**config.mk**
```make
export PLATFORM = sky130hd
export DESIGN_NAME = snake_cmd_fifo_flat
export DESIGN_NICKNAME = d
export VERILOG_FILES = /design/src/rtl/snake_cmd_fifo_pkg.sv /design/src/rtl/snake_cmd_fifo_if.sv /design/src/rtl/snake_cmd_fifo_sync_fifo.sv /design/src/rtl/snake_cmd_fifo.sv /design/src/flat_wrapper.sv
export SDC_FILE = /design/constraint.sdc
export NUM_CORES = 1
export LEC_CHECK = 0
export CORE_UTILIZATION = 33
export CTS_BUF_LIST = sky130_fd_sc_hd__clkbuf_4 sky130_fd_sc_hd__clkbuf_8
export DETAILED_ROUTE_END_ITERATION = 6
export SETUP_SLACK_MARGIN = 0.3
export SLEW_MARGIN = 40
export SYNTH_ARGS = -nofsm -noshare
export SYNTH_HDL_FRONTEND = slang
export SYNTH_SLANG_ARGS = --single-unit
```
**constraint.sdc**
```tcl
create_clock -name clk -period 6.3 [get_ports clk]
set_input_delay 1.26 -clock clk [delete_from_list [all_inputs] [get_ports clk]]
set_output_delay 1.26 -clock clk [all_outputs]
set_load 0.01 [all_outputs]
```
**src/rtl/snake_cmd_fifo_pkg.sv**
```systemverilog
// Shared constants for the HPS command buffer in front of snake_fpga.
// RESET_GAME mirrors the snake_fpga command encoding in snake_consts.svh.
package snake_cmd_fifo_pkg;

    localparam int unsigned DATA_W  = 32;
    localparam int unsigned ADDR_W  = 4;
    localparam int unsigned LEVEL_W = 8;

    localparam logic [DATA_W-1:0] RESET_GAME = 32'hF000_0000;

    localparam int unsigned FIFO_STAT_EMPTY_BIT  = 8;
    localparam int unsigned FIFO_STAT_FULL_BIT   = 9;
    localparam int unsigned FIFO_STAT_HWM_OFFSET = 16;

    typedef enum logic [ADDR_W-1:0] {
        ADDR_CMD  = 4'd0,
        ADDR_CTRL = 4'd1
    } fifo_addr_e;

endpackage

```
**src/rtl/snake_cmd_fifo_if.sv**
```systemverilog
// Avalon-MM write/read bundle, used both for the HPS slave side and the snake_fpga master side.
interface snake_cmd_fifo_if;
    import snake_cmd_fifo_pkg::*;

    logic [ADDR_W-1:0] address;
    logic              read;
    logic              write;
    logic [DATA_W-1:0] writedata;
    logic [DATA_W-1:0] readdata;
    logic              waitrequest;

    modport master (
        output address,
        output read,
        output write,
        output writedata,
        input  readdata,
        input  waitrequest
    );

    modport slave (
        input  address,
        input  read,
        input  write,
        input  writedata,
        output readdata,
        output waitrequest
    );

endinterface

```
**src/rtl/snake_cmd_fifo_sync_fifo.sv**
```systemverilog
// Generic first-word-fall-through FIFO with a flush-and-load port that
// replaces the whole contents with a single word in one cycle.
module snake_sync_fifo #(
    parameter int unsigned DEPTH = 16,
    parameter int unsigned WIDTH = 32,
    parameter int unsigned CNT_W = $clog2(DEPTH) + 1
) (
    input  logic             clk,
    input  logic             reset_n,
    input  logic             push,
    input  logic             pop,
    input  logic             flush_load,
    input  logic [WIDTH-1:0] wdata,
    output logic [WIDTH-1:0] rdata_c,
    output logic [CNT_W-1:0] count,
    output logic [CNT_W-1:0] count_next_c,
    output logic             full_c,
    output logic             empty_c
);

    localparam int unsigned      PTR_W     = $clog2(DEPTH);
    localparam logic [CNT_W-1:0] DEPTH_CNT = CNT_W'(DEPTH);

    logic [WIDTH-1:0] mem [DEPTH];
    logic [PTR_W-1:0] wr_ptr;
    logic [PTR_W-1:0] rd_ptr;
    logic [PTR_W-1:0] wr_ptr_next;
    logic [PTR_W-1:0] rd_ptr_next;
    logic             do_push;
    logic             do_pop;

    assign full_c  = (count == DEPTH_CNT);
    assign empty_c = (count == '0);
    assign do_push = push & ~full_c & ~flush_load;
    assign do_pop  = pop & ~empty_c & ~flush_load;
    assign rdata_c = mem[rd_ptr];

    // Flush keeps rd_ptr and reloads the head slot, so the new word is the only entry.
    always_comb begin
        wr_ptr_next  = wr_ptr;
        rd_ptr_next  = rd_ptr;
        count_next_c = count;
        if (flush_load) begin
            wr_ptr_next  = rd_ptr + PTR_W'(1);
            count_next_c = CNT_W'(1);
        end else begin
            if (do_push) begin
                wr_ptr_next = wr_ptr + PTR_W'(1);
            end
            if (do_pop) begin
                rd_ptr_next = rd_ptr + PTR_W'(1);
            end
            case ({do_push, do_pop})
                2'b10:   count_next_c = count + CNT_W'(1);
                2'b01:   count_next_c = count - CNT_W'(1);
                default: count_next_c = count;
            endcase
        end
    end

    always_ff @(posedge clk) begin
        if (!reset_n) begin
            wr_ptr <= '0;
            rd_ptr <= '0;
            count  <= '0;
        end else begin
            wr_ptr <= wr_ptr_next;
            rd_ptr <= rd_ptr_next;
            count  <= count_next_c;
        end
    end

    // Storage carries no reset so it can map onto MLAB/register-file primitives.
    always_ff @(posedge clk) begin
        if (flush_load) begin
            mem[rd_ptr] <= wdata;
        end else if (do_push) begin
            mem[wr_ptr] <= wdata;
        end
    end

endmodule

```
**src/rtl/snake_cmd_fifo.sv**
```systemverilog
// HPS-to-snake_fpga command buffer: single-cycle HPS writes, in-order replay
// on an Avalon-MM master, RESET_GAME flush, occupancy/high-water status.
module snake_cmd_fifo
    import snake_cmd_fifo_pkg::*;
#(
    parameter int unsigned DEPTH = 16,
    parameter int unsigned CNT_W = $clog2(DEPTH) + 1
) (
    input  logic               clk,
    input  logic               reset_n,
    snake_cmd_fifo_if.slave    s,
    snake_cmd_fifo_if.master   m,
    output logic [LEVEL_W-1:0] level_export
);

    logic              cmd_sel;
    logic              ctrl_wr;
    logic              is_reset_word;
    logic              stall_c;
    logic              accept;
    logic              push;
    logic              pop;
    logic              flush_load;
    logic [DATA_W-1:0] head_c;
    logic [CNT_W-1:0]  count;
    logic [CNT_W-1:0]  count_next_c;
    logic [CNT_W-1:0]  hwm;
    logic              full_c;
    logic              empty_c;
    logic [DATA_W-1:0] status_c;

    assign cmd_sel       = (s.address == ADDR_CMD);
    assign ctrl_wr       = s.write & (s.address == ADDR_CTRL);
    assign is_reset_word = (s.writedata == RESET_GAME);

    // A reset word must always get through, even into a full queue.
    assign stall_c    = s.write & cmd_sel & full_c & ~is_reset_word;
    assign accept     = s.write & cmd_sel & ~stall_c;
    assign flush_load = accept & is_reset_word;
    assign push       = accept & ~is_reset_word;
    assign pop        = ~empty_c & ~m.waitrequest;

    snake_sync_fifo #(
        .DEPTH (DEPTH),
        .WIDTH (DATA_W),
        .CNT_W (CNT_W)
    ) u_fifo (
        .clk          (clk),
        .reset_n      (reset_n),
        .push         (push),
        .pop          (pop),
        .flush_load   (flush_load),
        .wdata        (s.writedata),
        .rdata_c      (head_c),
        .count        (count),
        .count_next_c (count_next_c),
        .full_c       (full_c),
        .empty_c      (empty_c)
    );

    // High-water mark; a control-register write rebases it to the live occupancy.
    always_ff @(posedge clk) begin
        if (!reset_n) begin
            hwm <= '0;
        end else if (ctrl_wr) begin
            hwm <= count;
        end else if (count_next_c > hwm) begin
            hwm <= count_next_c;
        end
    end

    always_comb begin
        status_c                                   = '0;
        status_c[7:0]                              = 8'(count);
        status_c[FIFO_STAT_EMPTY_BIT]              = empty_c;
        status_c[FIFO_STAT_FULL_BIT]               = full_c;
        status_c[FIFO_STAT_HWM_OFFSET +: 8]        = 8'(hwm);
    end

    assign s.readdata    = cmd_sel ? status_c : '0;
    assign s.waitrequest = stall_c;

    assign m.address   = '0;
    assign m.read      = 1'b0;
    assign m.write     = ~empty_c;
    assign m.writedata = head_c;

    assign level_export = LEVEL_W'(count);

endmodule

```
**src/flat_wrapper.sv**
```systemverilog
// flat-port wrapper written by rule: the top's interface ports become plain ports
module snake_cmd_fifo_flat import snake_cmd_fifo_pkg::*;
#(
    parameter int unsigned DEPTH = 16,
    parameter int unsigned CNT_W = $clog2(DEPTH) + 1
)
  (clk, reset_n, level_export, s_address, s_read, s_write, s_writedata, s_readdata, s_waitrequest, m_address, m_read, m_write, m_writedata, m_readdata, m_waitrequest);
  snake_cmd_fifo_if s_i ();
  snake_cmd_fifo_if m_i ();
  input  logic clk;
  input  logic reset_n;
  output logic [LEVEL_W-1:0] level_export;
  input wire logic [$bits(s_i.address)-1:0] s_address;
  input wire logic [$bits(s_i.read)-1:0] s_read;
  input wire logic [$bits(s_i.write)-1:0] s_write;
  input wire logic [$bits(s_i.writedata)-1:0] s_writedata;
  output wire logic [$bits(s_i.readdata)-1:0] s_readdata;
  output wire logic [$bits(s_i.waitrequest)-1:0] s_waitrequest;
  output wire logic [$bits(m_i.address)-1:0] m_address;
  output wire logic [$bits(m_i.read)-1:0] m_read;
  output wire logic [$bits(m_i.write)-1:0] m_write;
  output wire logic [$bits(m_i.writedata)-1:0] m_writedata;
  input wire logic [$bits(m_i.readdata)-1:0] m_readdata;
  input wire logic [$bits(m_i.waitrequest)-1:0] m_waitrequest;
  assign s_i.address = s_address;
  assign s_i.read = s_read;
  assign s_i.write = s_write;
  assign s_i.writedata = s_writedata;
  assign s_readdata = s_i.readdata;
  assign s_waitrequest = s_i.waitrequest;
  assign m_address = m_i.address;
  assign m_read = m_i.read;
  assign m_write = m_i.write;
  assign m_writedata = m_i.writedata;
  assign m_i.readdata = m_readdata;
  assign m_i.waitrequest = m_waitrequest;
  snake_cmd_fifo #(.DEPTH(DEPTH), .CNT_W(CNT_W)) u_core (.clk(clk), .reset_n(reset_n), .s(s_i), .m(m_i), .level_export(level_export));
endmodule
```
==> impl_metrics.env <==
export IMPL_drc_errors=0
export IMPL_dp_cells=1953
export IMPL_setup_tns_ps=0
export IMPL_drt_iter0_drc=724
export IMPL_fmaxAchievable_mhz=183
export IMPL_max_cap_violations=0
export IMPL_p_per_area_mw_per_mm2=332
export IMPL_clk_path_buf_depth=3
export IMPL_start_kind="input port"
export IMPL_power_switching_uw=2050
export IMPL_critPathRequiredTime_ps=6880
export IMPL_status="finished clean"
export IMPL_worstPathMaxFanout=17
export IMPL_total_power_uw=8500
export IMPL_synth_compound_area_frac=0.0156
export IMPL_antenna_found_initial=3
export IMPL_die_area_mm2=0.0652
export IMPL_worst_r2r_cell_count=17
export IMPL_synthTopCellsByArea="edfxtp_1, mux4_2, dfxtp_1"
export IMPL_swShare=0.241
export IMPL_end_kind="flip-flop"
export IMPL_finalNonFillerCells=2110
export IMPL_post_cts_buffers=0
export IMPL_cts_inserted_buffers=85
export IMPL_fin_crit_sh=0.868
export IMPL_p_leak_uw=0.00794
export IMPL_slew_headroom=0.432
export IMPL_synthSimpleGateAreaFrac=0.0331
export IMPL_ys_types=61
export IMPL_async_reset_ff_frac=0
export IMPL_drt_wl_total_um=48000
export IMPL_fp_dieH_um=255
export IMPL_power_frac_seq=0.473
export IMPL_ios=152
export IMPL_seq_area_mm2=0.0158
export IMPL_fin_nets=1279
export IMPL_synth_xor_area_share=0.00207
export IMPL_synth_edf_count=512
export IMPL_multi_input_area_mm2=0.00514
export IMPL_synth_top_family_by_area="multiplexers"
export IMPL_synthFlopType="edfxtp_1"
export IMPL_cts_tree="done"
export IMPL_clock_sinks=534
export IMPL_synth_seq_cells=534
export IMPL_hold_path_class="flip-flop to flip-flop"
export IMPL_core_area_mm2=0.0633
export IMPL_pwr_share_clk=0.351
export IMPL_min_to="u_core.u_fifo.wr_ptr[2]"
export IMPL_hold_viol=0
export IMPL_cp_arrival_ps=6050
export IMPL_vias=10400
export IMPL_yosys_area_share_adder=0.00744
export IMPL_ctsHoldBuffers=0
export IMPL_grt_total_usage=0.148
export IMPL_p_int_uw=6450
export IMPL_rows=92
export IMPL_areaGrowthSynthToFinish_pct=20.7
export IMPL_combPwrFrac=0.176
export IMPL_grt_max_degree=53
export IMPL_yosys_warnings=0
export IMPL_dp_hpwl_um=26300
export IMPL_netlist_area_mm2=0.0212
export IMPL_tightest_slew_ps=846
export IMPL_reg2reg_from="u_core.u_fifo.count[0]"
export IMPL_yosysSeqAreaShare=0.746
export IMPL_grt_overflow=0
export IMPL_whs_path_depth=2
export IMPL_h_tree_depth=3
export IMPL_yosysTopAreaCellShare=0.726
export IMPL_synth_top_area_cell="edfxtp_1"
export IMPL_grt_pass1_wl_um=71100
export IMPL_cts_root_buf="clkbuf_8"
export IMPL_ant_nets=0
export IMPL_avgSynthCellArea_um2=21.8
export IMPL_path_class="input port to flip-flop"
export IMPL_initial_core_util=0.335
export IMPL_fin_skew_ps=22.6
export IMPL_die_x_um=255
export IMPL_rsz0062_at_grt="false"
export IMPL_clk_latency_ps=650
export IMPL_min_from="u_core.u_fifo.wr_ptr[2]"
export IMPL_post_cts_resized=0
export IMPL_slew_viol_final=0
export IMPL_setup_violations=0
export IMPL_detail_route_wl_per_cell_um=22.8
export IMPL_synthCells=974
export IMPL_rr_endpoint="u_core.hwm[2]"
export IMPL_min_period_ps=5470
export IMPL_clk_pin_slew_ps=60
export IMPL_drive_above_1_share=0.329
export IMPL_firstDrtPassIters=5
export IMPL_viasPerCell=4.91
export IMPL_grt_pass1_vias=11000
export IMPL_port_buffers=90
export IMPL_r2r_slack_ps=1520
export IMPL_synthMuxAreaShare=0.173
export IMPL_gp_congestion=0.784
export IMPL_ir_worst_vdd_mv=0.182
export IMPL_fill_cells=5671
[layout by cell type, fill, tap and decap left out, drive strengths merged, types with 5 or more instances in the layout]
| cell | netlist | final |
|---|---|---|
| clkinv | 0 | 32 |
| nand2 | 12 | 12 |
| clkdlybuf4s50 | 0 | 90 |
| ha | 11 | 11 |
| nor2 | 33 | 33 |
| nor4 | 9 | 9 |
| bufinv | 0 | 5 |
| clkbuf | 26 | 116 |
| mux4 | 160 | 160 |
| inv | 17 | 18 |
| nand3 | 9 | 9 |
| edfxtp | 512 | 512 |
| and2 | 11 | 11 |
| o21ai | 9 | 9 |
| dfxtp | 22 | 22 |
| a21oi | 12 | 12 |
| conb | 1 | 28 |
| and3 | 5 | 5 |
| mux2i | 5 | 5 |
| buf | 45 | 87 |
| nor3 | 10 | 10 |
| nor2b | 8 | 8 |
[cells by family after synthesis]
family,count (synthesis)
mux,167
xor+xnor,5
simple gates,121
flops,534
buf+inv,88
compound gates,46
fa+ha+maj,12
other cells,1
[routing by layer]
| layer | GRT usage | part of all wire | up-vias |
|---|---|---|---|
| met5 | 0 | 0.00052 | - |
| li1 | - | - | 4510 |
| met3 | 0.0311 | 0.052 | 54 |
| met4 | 0.0445 | 0.014 | 4 |
| met2 | 0.248 | 0.51 | 279 |
| met1 | 0.194 | 0.43 | 5512 |
[how the worst max path moves through the flow]
stage	from	to	slack, ps	cells past startpoint
finish	s_writedata[14]	u_core.hwm[2]	830	20
global route	s_writedata[14]	u_core.hwm[2]	540	21
CTS	s_writedata[14]	u_core.hwm[2]	910	20
detailed placement	s_writedata[14]	u_core.hwm[2]	270	20
global placement	s_writedata[14]	u_core.hwm[2]	320	20
floorplan	s_address[3]	u_core.hwm[2]	1180	18
[power by group through the flow]
stage / sequential, uW / clock [uW] / combinational (uW)
floorplan: 4010 / 0 / 1070
global placement: 4100 / 0 / 1500
detailed placement: 4100 / 0 / 1520
CTS: 4020 / 3060 / 1530
global route: 4030 / 3210 / 1630
finish: 4020 / 2990 / 1500
[cells in the mapped netlist, drive strengths merged, types with 4 or more instances]
master	instances
edfxtp	512
mux4	160
buf	45
nor2	33
clkbuf	26
dfxtp	22
inv	17
a21oi	12
nand2	12
and2	11
ha	11
nor3	10
nand3	9
nor4	9
o21ai	9
nor2b	8
and3	5
mux2i	5
nor3b	4
or3	4
[state kept, by name (all words and copies together), names as in the netlist, named ones only]
signal / count
u_core.u_fifo.rd_ptr: 4
u_core.hwm: 5
u_core.u_fifo.wr_ptr: 4
u_core.u_fifo.mem: 512
u_core.u_fifo.count: 5
[worst max-delay path, stage by stage]
cell and delay (ps):
clkdlybuf4s50_1 710, nor4_1 360, buf_4 180, nand4_2 150, buf_12 210, o211ai_2 160, ha_1 340, inv_1 120
fa_1 400, nor2b_1 190, o22ai_1 120, mux2_2 290, o21ai_0 270, inv_1 80, ha_1 310, nand2_1 80
o22ai_1 90, or2_2 300, nor4_1 260, o21a_1 160
[stage by stage]
step	util	instance area (um2)	hold WS [ps]	setup WS, ps
3_5_place_dp	0.376	23800	520	274
3_3_place_gp	0.376	23800	505	317
5_1_grt	0.404	25600	587	539
2_1_floorplan	-	21300	452	1180
4_1_cts	0.404	25600	548	905
6_report	0.404	25600	556	829
[cell type report]
class                           count  share of cell area
Clock inverter                     40              0.0121
Tap cell                          846              0.0414
Clock buffer                      116              0.0558
Antenna cell                        1           0.0000979
Sequential cell                   534               0.619
Inverter                           17             0.00250
Timing Repair Buffer              177              0.0681
Multi-Input combinational cell    379               0.201
Note: power is estimated with default switching activity, not from simulation.
